===== config.mk =====
export PLATFORM = sky130hd
export DESIGN_NAME = execute_stage
export DESIGN_NICKNAME = d
export VERILOG_FILES = /design/src/rtl/execute_stage.sv
export SDC_FILE = /design/constraint.sdc
export NUM_CORES = 1
export LEC_CHECK = 0
export ABC_AREA = 1
export CAP_MARGIN = 20
export CORE_MARGIN = 2
export CORE_UTILIZATION = 60
export CTS_CLUSTER_SIZE = 10
export DETAILED_ROUTE_END_ITERATION = 7
export DONT_BUFFER_PORTS = 1
export PLACE_DENSITY_LB_ADDON = 0.05
export SLEW_MARGIN = 25
export SYNTH_ARGS = -nofsm -noshare
export SYNTH_HDL_FRONTEND = slang
export SYNTH_SLANG_ARGS = --single-unit

===== constraint.sdc =====
create_clock -name clk -period 3.32 [get_ports clk]
set_input_delay 0 -clock clk [delete_from_list [all_inputs] [get_ports clk]]
set_output_delay 0 -clock clk [all_outputs]
set_load 0.1 [all_outputs]

===== src/rtl/execute_stage.sv =====
// Execute stage of a five-stage RV32I-style pipeline.
// Selects forwarded operands, runs the ALU, resolves branches/jumps in the same
// cycle and holds the EX/MEM pipeline register that feeds the memory stage.
// The memory-stage ALU value used for forwarding is this stage's own EX/MEM
// register, so back-to-back dependencies resolve without a stall.
module execute_stage (
    input  logic        clk,
    input  logic        rst,
    // decoded controls from the ID/EX register
    input  logic        RegWriteE,
    input  logic        MemWriteE,
    input  logic        JumpE,
    input  logic        BranchE,
    input  logic        ALUSrcE,
    input  logic [1:0]  ResultSrcE,
    input  logic [2:0]  ALUControlE,
    // operands and PC values
    input  logic [31:0] RD1_E,
    input  logic [31:0] RD2_E,
    input  logic [31:0] ImmExtE,
    input  logic [31:0] PCE,
    input  logic [31:0] PCPlus4E,
    input  logic [4:0]  RD_E,
    // forwarding sources and selects
    input  logic [31:0] ResultW,
    input  logic [1:0]  ForwardA_E,
    input  logic [1:0]  ForwardB_E,
    // same-cycle redirect to fetch
    output logic        PCSrcE,
    output logic [31:0] PCTargetE,
    // EX/MEM register outputs
    output logic        RegWriteM,
    output logic        MemWriteM,
    output logic [1:0]  ResultSrcM,
    output logic [4:0]  RD_M,
    output logic [31:0] PCPlus4M,
    output logic [31:0] WriteDataM,
    output logic [31:0] ALUResultM
);

    // Forwarding select encodings
    localparam logic [1:0] FWD_REG = 2'b00;
    localparam logic [1:0] FWD_WB  = 2'b01;
    localparam logic [1:0] FWD_MEM = 2'b10;

    // ALU operation encodings
    localparam logic [2:0] ALU_ADD  = 3'b000;
    localparam logic [2:0] ALU_SUB  = 3'b001;
    localparam logic [2:0] ALU_AND  = 3'b010;
    localparam logic [2:0] ALU_OR   = 3'b011;
    localparam logic [2:0] ALU_XOR  = 3'b100;
    localparam logic [2:0] ALU_SLT  = 3'b101;
    localparam logic [2:0] ALU_SLTU = 3'b110;
    localparam logic [2:0] ALU_SLL  = 3'b111;

    // Three-way operand forwarding mux; the unused 11 code falls back to the
    // register-file value so a corrupted select never injects stale data.
    function automatic logic [31:0] fwd_mux(
        input logic [1:0]  sel,
        input logic [31:0] reg_val,
        input logic [31:0] wb_val,
        input logic [31:0] mem_val
    );
        logic [31:0] res;
        case (sel)
            FWD_REG: res = reg_val;
            FWD_WB:  res = wb_val;
            FWD_MEM: res = mem_val;
            default: res = reg_val;
        endcase
        return res;
    endfunction

    // Integer ALU; add/sub wrap modulo 2^32, comparisons return 1/0.
    function automatic logic [31:0] alu_op(
        input logic [2:0]  op,
        input logic [31:0] a,
        input logic [31:0] b
    );
        logic [31:0] res;
        case (op)
            ALU_ADD:  res = a + b;
            ALU_SUB:  res = a - b;
            ALU_AND:  res = a & b;
            ALU_OR:   res = a | b;
            ALU_XOR:  res = a ^ b;
            ALU_SLT:  res = ($signed(a) < $signed(b)) ? 32'd1 : 32'd0;
            ALU_SLTU: res = (a < b) ? 32'd1 : 32'd0;
            ALU_SLL:  res = a << b[4:0];
            default:  res = 32'd0;
        endcase
        return res;
    endfunction

    // Combinational datapath signals
    logic [31:0] src_a_s;
    logic [31:0] fwd_b_s;
    logic [31:0] src_b_s;
    logic [31:0] alu_result_s;
    logic        zero_s;

    // EX/MEM register state
    logic        reg_write_r;
    logic        mem_write_r;
    logic [1:0]  result_src_r;
    logic [4:0]  rd_r;
    logic [31:0] pc_plus4_r;
    logic [31:0] write_data_r;
    logic [31:0] alu_result_r;

    // Operand forwarding, immediate select and ALU evaluation
    always_comb begin
        src_a_s      = fwd_mux(ForwardA_E, RD1_E, ResultW, alu_result_r);
        fwd_b_s      = fwd_mux(ForwardB_E, RD2_E, ResultW, alu_result_r);
        src_b_s      = fwd_b_s;
        if (ALUSrcE) begin
            src_b_s = ImmExtE;
        end else begin
            src_b_s = fwd_b_s;
        end
        alu_result_s = alu_op(ALUControlE, src_a_s, src_b_s);
        if (alu_result_s == 32'h0000_0000) begin
            zero_s = 1'b1;
        end else begin
            zero_s = 1'b0;
        end
    end

    // Branch/jump resolution; target uses the raw immediate, never forwarded data
    always_comb begin
        PCSrcE    = JumpE | (BranchE & zero_s);
        PCTargetE = PCE + ImmExtE;
    end

    // EX/MEM pipeline register: loads every cycle, cleared asynchronously
    always_ff @(posedge clk or negedge rst) begin
        if (!rst) begin
            reg_write_r  <= 1'b0;
            mem_write_r  <= 1'b0;
            result_src_r <= 2'b00;
            rd_r         <= 5'd0;
            pc_plus4_r   <= 32'd0;
            write_data_r <= 32'd0;
            alu_result_r <= 32'd0;
        end else begin
            reg_write_r  <= RegWriteE;
            mem_write_r  <= MemWriteE;
            result_src_r <= ResultSrcE;
            rd_r         <= RD_E;
            pc_plus4_r   <= PCPlus4E;
            write_data_r <= fwd_b_s;
            alu_result_r <= alu_result_s;
        end
    end

    // Registered outputs straight from the EX/MEM register
    assign RegWriteM  = reg_write_r;
    assign MemWriteM  = mem_write_r;
    assign ResultSrcM = result_src_r;
    assign RD_M       = rd_r;
    assign PCPlus4M   = pc_plus4_r;
    assign WriteDataM = write_data_r;
    assign ALUResultM = alu_result_r;

endmodule


==> results of run 1 <==
[cells in the mapped netlist, drive strengths merged (5+ instances only)]
library cell / number / share of area
a21boi: 8 / 0.0047
a21o: 7 / 0.0038
a21oi: 165 / 0.061
a221o: 25 / 0.018
a221oi: 15 / 0.0096
a31oi: 5 / 0.0023
buf: 69 / 0.034
clkbuf: 27 / 0.0076
dfrtp: 105 / 0.19
ha: 132 / 0.12
inv: 267 / 0.074
nand2: 525 / 0.15
nand3: 266 / 0.10
nand3b: 9 / 0.0055
nand4: 27 / 0.012
nor2: 189 / 0.053
nor3: 20 / 0.0073
nor4: 6 / 0.0032
o21a: 11 / 0.0060
o21ai: 204 / 0.078
o21bai: 8 / 0.0044
o22ai: 12 / 0.0055
or2: 13 / 0.0060
xnor2: 11 / 0.0071
xor2: 28 / 0.018
[what timing repair did]
item	in CTS
hold buffers	89
setup buffers	44
setup endpoints to repair	8
pin swaps	66
gates cloned	0
hold endpoints to repair	178
resized for setup	205
[kinds of logic after synthesis]
logic type,synth area share
AO/OA/AOI/OAI,0.203
XOR/XNOR,0.0250
adder cells (fa/ha/maj),0.125
buffers and inverters,0.115
flip-flops,0.192
AND/OR/NAND/NOR,0.339
[metal layers]
metal | GRT usage | overflow
met5 | 0.263 | 0
met4 | 0.662 | 2
met3 | 0.540 | 0
met2 | 0.905 | 1
met1 | 0.714 | 0
[through the flow]
| stage | setup TNS [ns] | hold slack [ns] | instances | area (um2) | setup slack (ns) |
|---|---|---|---|---|---|
| detailed placement | -2.90 | -0.289 | 2839 | 17500 | -0.789 |
| CTS | -0.791 | 0.0102 | 2988 | 19700 | -0.402 |
| global placement | -1.80 | -0.290 | 2839 | 17500 | -0.708 |
| floorplan | 0 | -0.296 | 2173 | 13700 | 0.00579 |
==> impl_metrics.toml, run 1 <==
[status]
status = "aborted with a tool error"
haltStage = "5_1_grt"
error = "[ERROR GRT-0116] Global routing finished with congestion. Check the congestion regions in the DRC Viewer."

[placement]
gp_congestion = 1.15
port_buffers = 0
dp_hpwl_mm = 52.5

[yosys]
async_reset_ff_frac = 1.00
synth_cell_types = 59
yosys_warnings = 0
synth_edf_count = 0
synth-seq-cells = 105
synth.cell_area_mm2 = 0.0137
ys_seq_area_frac = 0.192
syn_inst = 2173
syn_nets = 2521
synthFlopType = "dfrtp_1"
avgSynthCellArea_um2 = 6.29

[die]
dieWidth_um = 155
num_io_pins = 351
chipHeight_um = 155
num_rows = 55
start_util = 0.607

[cts]
cts_made_buffers = 9
root_buffer = "clkbuf_16"
clock_sinks = 105
ctsHtreeMaxLevel = 3
cts_buffer_depth = 2

[grt]
grt.overflow.total = 3
grt_pass1_vias = 22077
track_usage = 0.711
grt_max_degree = 106
grt_pass1_wl_mm = 129
==> run 2, diff against run 1 <==
--- a/config.mk
+++ b/config.mk
@@ -8,11 +8,10 @@
 export ABC_AREA = 1
 export CAP_MARGIN = 20
 export CORE_MARGIN = 2
-export CORE_UTILIZATION = 60
-export CTS_CLUSTER_SIZE = 10
+export CORE_UTILIZATION = 40
 export DETAILED_ROUTE_END_ITERATION = 7
 export DONT_BUFFER_PORTS = 1
-export PLACE_DENSITY_LB_ADDON = 0.05
+export PLACE_DENSITY_LB_ADDON = 0.15
 export SLEW_MARGIN = 25
 export SYNTH_ARGS = -nofsm -noshare
 export SYNTH_HDL_FRONTEND = slang
==> constraint.sdc (replaced) <==
create_clock -name clk -period 4.32 [get_ports clk]
set_input_delay 0 -clock clk [delete_from_list [all_inputs] [get_ports clk]]
set_output_delay 0 -clock clk [all_outputs]
set_load 0.1 [all_outputs]
==> run 2 against run 1 <==
The run now ends clean. Synthesized area unchanged. Synthesized cell count did not move.
==> impl_metrics.toml, run 2 <==
[detailed_routing]
detail_route.wl_per_cell_um = 24.7
drc = 0
drt-vias-per-instance = 5.82
dr_total_vias = 16479
finalWirelength_mm = 69.9
drt_pass1_iterations = 8
antenna_left = 0
drt_first_iter_violations = 1791

[yosys]
avgSynthCellArea_um2 = 6.29
synth_simple_gate_area_frac = 0.339
syn_inst = 2173
netlist_top_cells_area = "dfrtp_1, nand2_1, ha_1, nand3_1, inv_1"
syn_nets = 2521
synthXorXnorAreaFrac = 0.0250
synthTopCellsByCount = "nand2_1, inv_1, nand3_1"
synth_top_family_by_area = "simple AND/OR/NAND/NOR gates"
synthFlopType = "dfrtp_1"
yosys_warnings = 0
yosysTopAreaCell = "dfrtp_1"
ys_seq_area_frac = 0.192
synth-seq-cells = 105
synth_adder_area_share = 0.125
yosys.area.top_type_share = 0.192
synth_edf_count = 0
async_reset_ff_frac = 1.00
synth_most_common_cell = "nand2_1"
synth.cell_area_mm2 = 0.0137
synthMuxAreaShare = 0
synth_cell_types = 59
synth_compound_area_frac = 0.203

[layout]
area_growth_pct = 24.8
final_core_util = 0.507
drive_gt1_frac = 0.149
mostFrequentLayoutCell = "nand2_1"
finalNetCount = 2725
fill_cells = 3497
fin_area_mm2 = 0.0170
layout_common_cells = "nand2_1, inv_1, nand3_1, buf_4, nor2_1"

[setup_path]
startpoint = "ForwardA_E[0]"
max_stage_delay_ns = 0.46
start_kind = "input pin"
crit_fanout = 38
crit_type = "in -> out"
reg2reg_slack_ns = 0.98
cp_slowest_cell = "ha_1"
r2r-end = "ALUResultM[27]"
reg2reg_from = "ALUResultM[1]"
r2r_cells = 20
setup.worst_path.end = "PCSrcE"
critPathArrivalTime_ns = 4.13
required_ns = 4.32
endpoint_kind = "output port"

[sta]
setup_viol = 0
fin_skew_ns = 0.0185
worst_pin_slew_ns = 1.01
fin_crit_sh = 0.956
hold_viol = 0
drv_slew = 0
relSlewSlack = 0.329
finalCriticalPeriod_ns = 4.13
fmax_mhz = 242
holdWs_ns = 0.119

[worst_hold_path]
min_path_type = "in -> reg"
hp-start = "ALUControlE[2]"

[cts]
root_buffer = "clkbuf_16"
ctsHtreeMaxLevel = 3
cts_buffer_depth = 2
clock_latency_ns = 0.38
clkTransAtPathRegs_ns = 0.08
cts_tree = "yes"
cts_made_buffers = 9
clock_sinks = 105

[power_and_ir_drop]
power_leakage_nw = 8.43
p_per_area_mw_per_mm2 = 430
ir_worst_vdd_mv = 0.280

[grt]
antenna_found_initial = 3
grt.overflow.total = 0
track_usage = 0.381
grt_pass1_wl_mm = 101
grt_max_degree = 106
grt_pass1_vias = 15573

[job]
max_cap_violations = 0

[placement]
port_buffers = 0
dp_hpwl_mm = 58.0
place_area_mm2 = 0.0153
gp_congestion = 1.07

[status]
status = "complete, no violations"

[die]
num_rows = 67
die_area_mm2 = 0.0356
num_io_pins = 351
dieWidth_um = 189
chipHeight_um = 189
start_util = 0.406
core_area_mm2 = 0.0336
## run 2: cell counts after synthesis
No cell type changed its count.
## run 2: area by class of cell
type                    instances  area [um2]  area share
diodes                          1        2.50    0.000147
multi-input cells            1705       10000       0.588
flip-flops and latches        105        2630       0.154
well taps                     448         561      0.0329
repair buffers                289        2530       0.149
clock buffers                   9         225      0.0132
inverters                     267        1000      0.0589
clock inverters                 7        75.1     0.00440
## run 2: power breakdown
part           internal, mW  total, mW  switching (mW)  leakage, nW
logic                  1.39       4.78            3.39         7.02
registers              1.10       1.69           0.589         1.26
clock network         0.416      0.865           0.449        0.146
## run 2: repair_timing
| item | 4_1_cts | 5_1_grt |
|---|---|---|
| hold buffers | 107 | 0 |
| setup buffers | 0 | 8 |
| pin swaps | 0 | 10 |
| gates resized for setup | 7 | 86 |
| cloned | 0 | 0 |
| endpoints found under the setup margin | 1 | 1 |
| hold endpoints to repair | 178 | 0 |
## run 2: stage by stage
stage                     power [mW]  setup TNS, ns  cells  setup WS, ns
after floorplan                 4.67              0   2173         0.186
after global placement          6.07              0   2699        0.0496
after detailed placement        6.07              0   2699         0.157
after CTS                       7.09              0   2822        0.0348
after global routing            7.69        -0.0394   2831       -0.0394
final                           7.33              0   2831         0.188
## run 2: worst max-delay path, delay by kind of cell
kind | cells | cell delay [ns]
buffers and inverters | 7 | 1.08
adder cells (fa/ha/maj) | 2 | 0.75
AO/OA/AOI/OAI | 4 | 1.02
AND/OR/NAND/NOR | 12 | 1.22
## run 2: kinds of logic after synthesis
family | after synthesis
AO/OA/AOI/OAI | 473
XOR/XNOR | 39
adder cells (fa/ha/maj) | 135
buffers and inverters | 363
flip-flops | 105
AND/OR/NAND/NOR | 1058
## run 2: routing by layer
layer / vias up / global-route usage / part of all wire
li1: 7650 / - / -
met1: 7789 / 0.505 / 0.42
met2: 893 / 0.601 / 0.44
met3: 143 / 0.0976 / 0.10
met4: 4 / 0.127 / 0.036
met5: - / 0 / 0.00039
## run 2: worst min-delay path by stage
stage | to | slack (ns) | cells after the start
floorplan | ALUResultM[0] | -0.30 | 0
global placement | PCPlus4M[20] | -0.29 | 0
detailed placement | PCPlus4M[20] | -0.29 | 0
CTS | ALUResultM[0] | 0.13 | 5
global route | ALUResultM[0] | 0.13 | 5
finish | ALUResultM[0] | 0.12 | 5
No activity file was read; power rests on OpenSTA's default activity.
==> run 3, diff against run 2 <==
--- a/config.mk
+++ b/config.mk
@@ -7,11 +7,12 @@
 export LEC_CHECK = 0
 export ABC_AREA = 1
 export CAP_MARGIN = 20
+export CORE_ASPECT_RATIO = 0.5
 export CORE_MARGIN = 2
 export CORE_UTILIZATION = 40
 export DETAILED_ROUTE_END_ITERATION = 7
 export DONT_BUFFER_PORTS = 1
-export PLACE_DENSITY_LB_ADDON = 0.15
+export PLACE_DENSITY = 0.57
 export SLEW_MARGIN = 25
 export SYNTH_ARGS = -nofsm -noshare
 export SYNTH_HDL_FRONTEND = slang
==> run 3 against run 2 <==
Routed wire length rose by 4.3%. Sequential power about the same. Count of clock-buffer cells in the layout did not move. Final cell count rose by 2.2%. Power increased by 4.1%. Critical path depth increased by 2. First-iteration DRC count rose by 42%. Critical path type is now reg -> out. Highest routed layer is now met4.
==> impl_metrics.toml, run 3 (synthesis results as in run 2) <==
[status]
status = "complete, no violations"

[setup_path]
reg2reg_from = "ALUResultM[16]"
crit_type = "reg -> out"
required_ns = 4.32
startpoint = "ALUResultM[20]"
crit_fanout = 5
worst_path_most_repeated_cell = "nand2_1"
max_stage_delay_ns = 0.41
endpoint_kind = "output port"
critPathArrivalTime_ns = 4.21
cp_slowest_cell = "dfrtp_1"
start_kind = "register"

[placement]
port_buffers = 0
gp_congestion = 1.08
dp_hpwl_mm = 60.0
placed_cells = 2778
preCtsSetupSlack_ns = -0.119

[layout]
drive_gt1_frac = 0.179
instances_no_fill = 2893
finalNetCount = 2795
area_growth_pct = 27.8
final_core_util = 0.524
antenna_cells = 0
mostFrequentLayoutCell = "nand2_1"
layout_common_cells = "nand2_1, buf_4, inv_1, nand3_1, nor2_1"

[power_and_ir_drop]
p_per_area_mw_per_mm2 = 437
switching_share = 0.601
internal-power_mw = 3.05
combPwrFrac = 0.660
p_seq_frac = 0.222
power_leakage_nw = 8.74
clkPwrFrac = 0.118
ir_worst_vdd_mv = 0.274
p_sw_mw = 4.58

[sta]
setup_ws_ns = 0.107
hold_viol = 0
drv_slew = 0
relSlewSlack = 0.331
finalCriticalPeriod_ns = 4.21
worst_pin_slew_ns = 1.00
fin_crit_sh = 0.975
fin_skew_ns = 0.0161
fmax_mhz = 237
setup_viol = 0

[cts]
cts_made_buffers = 9
root_buffer = "clkbuf_16"
cts_buffer_depth = 2
clock_sinks = 105
clock_latency_ns = 0.37
clkTransAtPathRegs_ns = 0.09
cts_tree = "yes"
ctsHtreeMaxLevel = 3

[die]
core_area_mm2 = 0.0333
num_rows = 47
num_io_pins = 351
chipHeight_um = 135
die_area_mm2 = 0.0357
start_util = 0.410
dieWidth_um = 265

[grt]
grt.overflow.total = 0
grt_pass1_vias = 15591
grt_max_degree = 106
grt_pass1_wl_mm = 104
antenna_found_initial = 1
track_usage = 0.394

[detailed_routing]
finalWirelength_mm = 72.9
antenna_left = 0
drt_pass1_iterations = 7
drt_first_iter_violations = 2542
drt-vias-per-instance = 5.87
detail_route.wl_per_cell_um = 25.2
dr_total_vias = 16985
drc = 0

[worst_hold_path]
hp-start = "ResultW[20]"
min_path_type = "in -> reg"

[job]
max_cap_violations = 0
run 3: stage by stage:
stage,TNS [ns],power (mW),hold slack [ns],cell area [um2]
floorplan,0,4.67,-0.296,13700
global placement,-0.112,6.34,-0.294,15900
detailed placement,-0.119,6.34,-0.293,15900
CTS,0,7.35,0.00780,17200
global route,-0.0112,7.93,0.0640,17500
finish,0,7.63,0.0537,17500
run 3: cell type report:
cell class,count,area (um2)
Fill cell,3435,15900
Multi-Input combinational cell,1705,9970
Timing Repair Buffer,359,3000
Sequential cell,105,2630
Inverter,267,1010
Tap cell,441,552
Clock buffer,9,225
Clock inverter,7,80.1
run 3: repair_timing:
| action | in CTS | in global routing |
|---|---|---|
| endpoints found under the hold margin | 176 | 2 |
| pin swaps | 0 | 7 |
| setup buffers | 0 | 5 |
| resized for setup | 5 | 80 |
| setup endpoints to repair | 1 | 1 |
| hold buffers | 92 | 2 |
run 3: power groups by stage:
stage                     Sequential, mW  Combinational, mW  Clock [mW]
after floorplan                     2.15               2.52           0
after global placement              1.71               4.63           0
after detailed placement            1.70               4.63           0
after CTS                           1.68               4.77       0.890
after global routing                1.70               5.31       0.930
final                               1.70               5.04       0.899
run 3: final timing paths:
check	depth (start not counted)	slack (ns)	end
worst max register to register	16	0.85	ALUResultM[25]
worst min register to register	4	0.83	WriteDataM[6]
worst min-delay path	4	0.05	WriteDataM[20]
max in group asynchronous	2	3.64	ALUResultM[24]
worst max-delay path	27	0.11	PCSrcE
min in group asynchronous	2	0.21	WriteDataM[18]
run 3: worst max-delay path, delay by kind of cell, from the launching register on:
| family | cells | cell delay (ns) |
|---|---|---|
| flip-flops | 1 | 0.41 |
| AND/OR/NAND/NOR | 17 | 1.87 |
| buffers and inverters | 6 | 0.76 |
| AO/OA/AOI/OAI | 3 | 0.56 |
| adder cells (fa/ha/maj) | 1 | 0.26 |
run 3: layer usage:
layer | vias up | global-route usage | part of all wire
met2 | 1010 | 0.575 | 0.41
li1 | 7773 | - | -
met1 | 8091 | 0.554 | 0.43
met3 | 111 | 0.142 | 0.14
met4 | 0 | 0.0794 | 0.022
met5 | - | 0 | 0
==> run 4, diff against run 3 <==
--- a/config.mk
+++ b/config.mk
@@ -6,13 +6,13 @@
 export NUM_CORES = 1
 export LEC_CHECK = 0
 export ABC_AREA = 1
+export BUFFER_PORTS_ARGS = -buffer_cell sky130_fd_sc_hd__buf_2
 export CAP_MARGIN = 20
 export CORE_ASPECT_RATIO = 0.5
 export CORE_MARGIN = 2
 export CORE_UTILIZATION = 40
 export DETAILED_ROUTE_END_ITERATION = 7
-export DONT_BUFFER_PORTS = 1
-export PLACE_DENSITY = 0.57
+export PLACE_DENSITY = 0.66
 export SLEW_MARGIN = 25
 export SYNTH_ARGS = -nofsm -noshare
 export SYNTH_HDL_FRONTEND = slang
==> run 4 against run 3 <==
Critical endpoint unchanged. Setup slack worse by 0.020 ns. Maximum frequency fell by 0.47%. Critical path depth fell by 3. Flip-flop and latch count stayed put. Power rose by 1.5%. Count of clock-buffer cells in the layout unchanged.
==> impl_metrics.toml, run 4 (synthesis results as in run 2) <==
[die]
chipHeight_um = 135
start_util = 0.410
die_area_mm2 = 0.0357
num_io_pins = 351
num_rows = 47
core_area_mm2 = 0.0333
dieWidth_um = 265

[setup_path]
crit_type = "reg -> out"
setup.worst_path.end = "PCSrcE"
reg2reg_from = "ALUResultM[26]"
endpoint_kind = "output port"
critPathArrivalTime_ns = 4.23
start_kind = "register"
reg2reg_slack_ns = 0.80
crit_fanout = 7
required_ns = 4.32
r2r-end = "ALUResultM[31]"
startpoint = "ALUResultM[15]"
r2r_cells = 16

[power_and_ir_drop]
p_per_area_mw_per_mm2 = 416
ir_worst_vdd_mv = 0.195
power_leakage_nw = 9.80

[worst_hold_path]
min_path_type = "in -> reg"

[sta]
relSlewSlack = 0.265
fin_skew_ns = 0.0125
fmax_mhz = 236
holdWs_ns = 0.00442
worst_pin_slew_ns = 1.10
finalCriticalPeriod_ns = 4.23
fin_crit_sh = 0.980
hold_viol = 0
drv_slew = 0
setup_viol = 0

[placement]
place_area_mm2 = 0.0171
placed_cells = 3080
dp_hpwl_mm = 62.3
port_buffers = 350
gp_congestion = 1.09

[grt]
antenna_found_initial = 9
grtUsageMet3 = 0.122
met1_usage = 0.567
grt_pass1_wl_mm = 106
grt_max_degree = 64
use_met2 = 0.578
grt_pass1_vias = 16419
grt-busiest-layer = "met2"
track_usage = 0.401
grt.overflow.total = 0

[layout]
instances_no_fill = 3183
fill_cells = 3381
layout_common_cells = "nand2_1, buf_2, inv_1, nand3_1, buf_4"
finalNetCount = 3076
mostFrequentLayoutCell = "nand2_1"
drive_gt1_frac = 0.276
area_growth_pct = 36.2
fin_area_mm2 = 0.0186

[cts]
clkTransAtPathRegs_ns = 0.09
cts_buffer_depth = 2
clock_latency_ns = 0.37
clock_sinks = 105
cts_made_buffers = 9
cts_tree = "yes"
ctsHtreeMaxLevel = 3
root_buffer = "clkbuf_16"

[detailed_routing]
drt-vias-per-instance = 5.65
dr_total_vias = 17984
drt_pass1_iterations = 6
finalWirelength_mm = 74.3
detail_route.wl_per_cell_um = 23.3
antenna_left = 0
drt_first_iter_violations = 2453
drc = 0

[job]
max_cap_violations = 0

[status]
status = "complete, no violations"
-- run 4: cell count changes in the layout (fill, tap and decap cells not counted), sizes merged --
cell / before / now
inv: 270 / 269
buf: 265 / 572
dlygate4sd3: 93 / 68
clkinv: 3 / 5
diode: 0 / 9
clkbuf: 10 / 9
clkinvlp: 1 / 0
-- run 4: through the flow --
stage | worst slack (ns) | setup TNS (ns) | util | power [mW]
3_3_place_gp | -0.642 | -0.749 | 0.512 | 6.46
6_report | 0.0872 | 0 | 0.558 | 7.75
4_1_cts | 0.0155 | 0 | 0.544 | 7.44
2_1_floorplan | 0.186 | 0 | - | 4.67
5_1_grt | -0.0378 | -0.0378 | 0.558 | 8.07
3_5_place_dp | -0.583 | -0.652 | 0.512 | 6.45
-- run 4: cell type report --
class,count,area [um2],share of cell area
clock inverter,7,91.3,0.00491
antenna,9,22.5,0.00121
timing repair buffer,640,4180,0.225
tap,441,552,0.0297
multi-input combinational,1705,9900,0.532
clock buffer,9,225,0.0121
inverter,267,1010,0.0541
sequential,105,2630,0.141
-- run 4: power breakdown --
group | leakage, nW | internal, mW | switching, mW
sequential | 1.26 | 1.11 | 0.139
clock | 0.152 | 0.418 | 0.481
combinational | 8.39 | 1.56 | 4.04
total | 9.80 | 3.09 | 4.66
-- run 4: worst max-delay path, cell delays in order (launching register included) --
cell	delay, ns
dfrtp_1	0.50
a221o_1	0.20
o21ai_0	0.12
o21ai_1	0.43
ha_2	0.42
nor2_1	0.17
inv_1	0.10
nor2_1	0.21
nand2_1	0.11
nor2_1	0.10
nand2_1	0.10
nand3_2	0.12
nand2_1	0.05
nand3_1	0.06
nand2_1	0.07
inv_1	0.09
nand3_2	0.10
nor2_4	0.21
nand3_2	0.12
nor2_1	0.12
nand2_1	0.06
nor2_1	0.08
nand2_1	0.09
nand2_2	0.09
buf_12	0.17
-- run 4: routing by layer --
layer	share of wire	vias up	routed length (um)
met5	0.00013	-	10
li1	-	8364	-
met1	0.43	8426	32000
met4	0.032	2	2360
met2	0.41	1051	30200
met3	0.13	141	9690
-- run 4: timing repair --
| item | CTS | global route |
|---|---|---|
| setup buffers | 1 | 9 |
| gates cloned | 0 | 0 |
| pin swaps | 2 | 16 |
| setup endpoints to repair | 1 | 1 |
| resized for setup | 32 | 114 |
| hold endpoints to repair | 125 | 0 |
| hold buffers | 68 | 0 |
-- run 4: worst min-delay path by stage --
stage,startpoint,to,slack (ns),cells after the start
floorplan,rst,ALUResultM[0],-0.30,0
global placement,PCPlus4E[5],PCPlus4M[5],0.11,1
detailed placement,PCPlus4E[13],PCPlus4M[13],0.11,1
CTS,RD2_E[6],WriteDataM[6],0.008,4
global route,RD2_E[22],WriteDataM[22],0.003,4
finish,RD2_E[22],WriteDataM[22],0.004,4
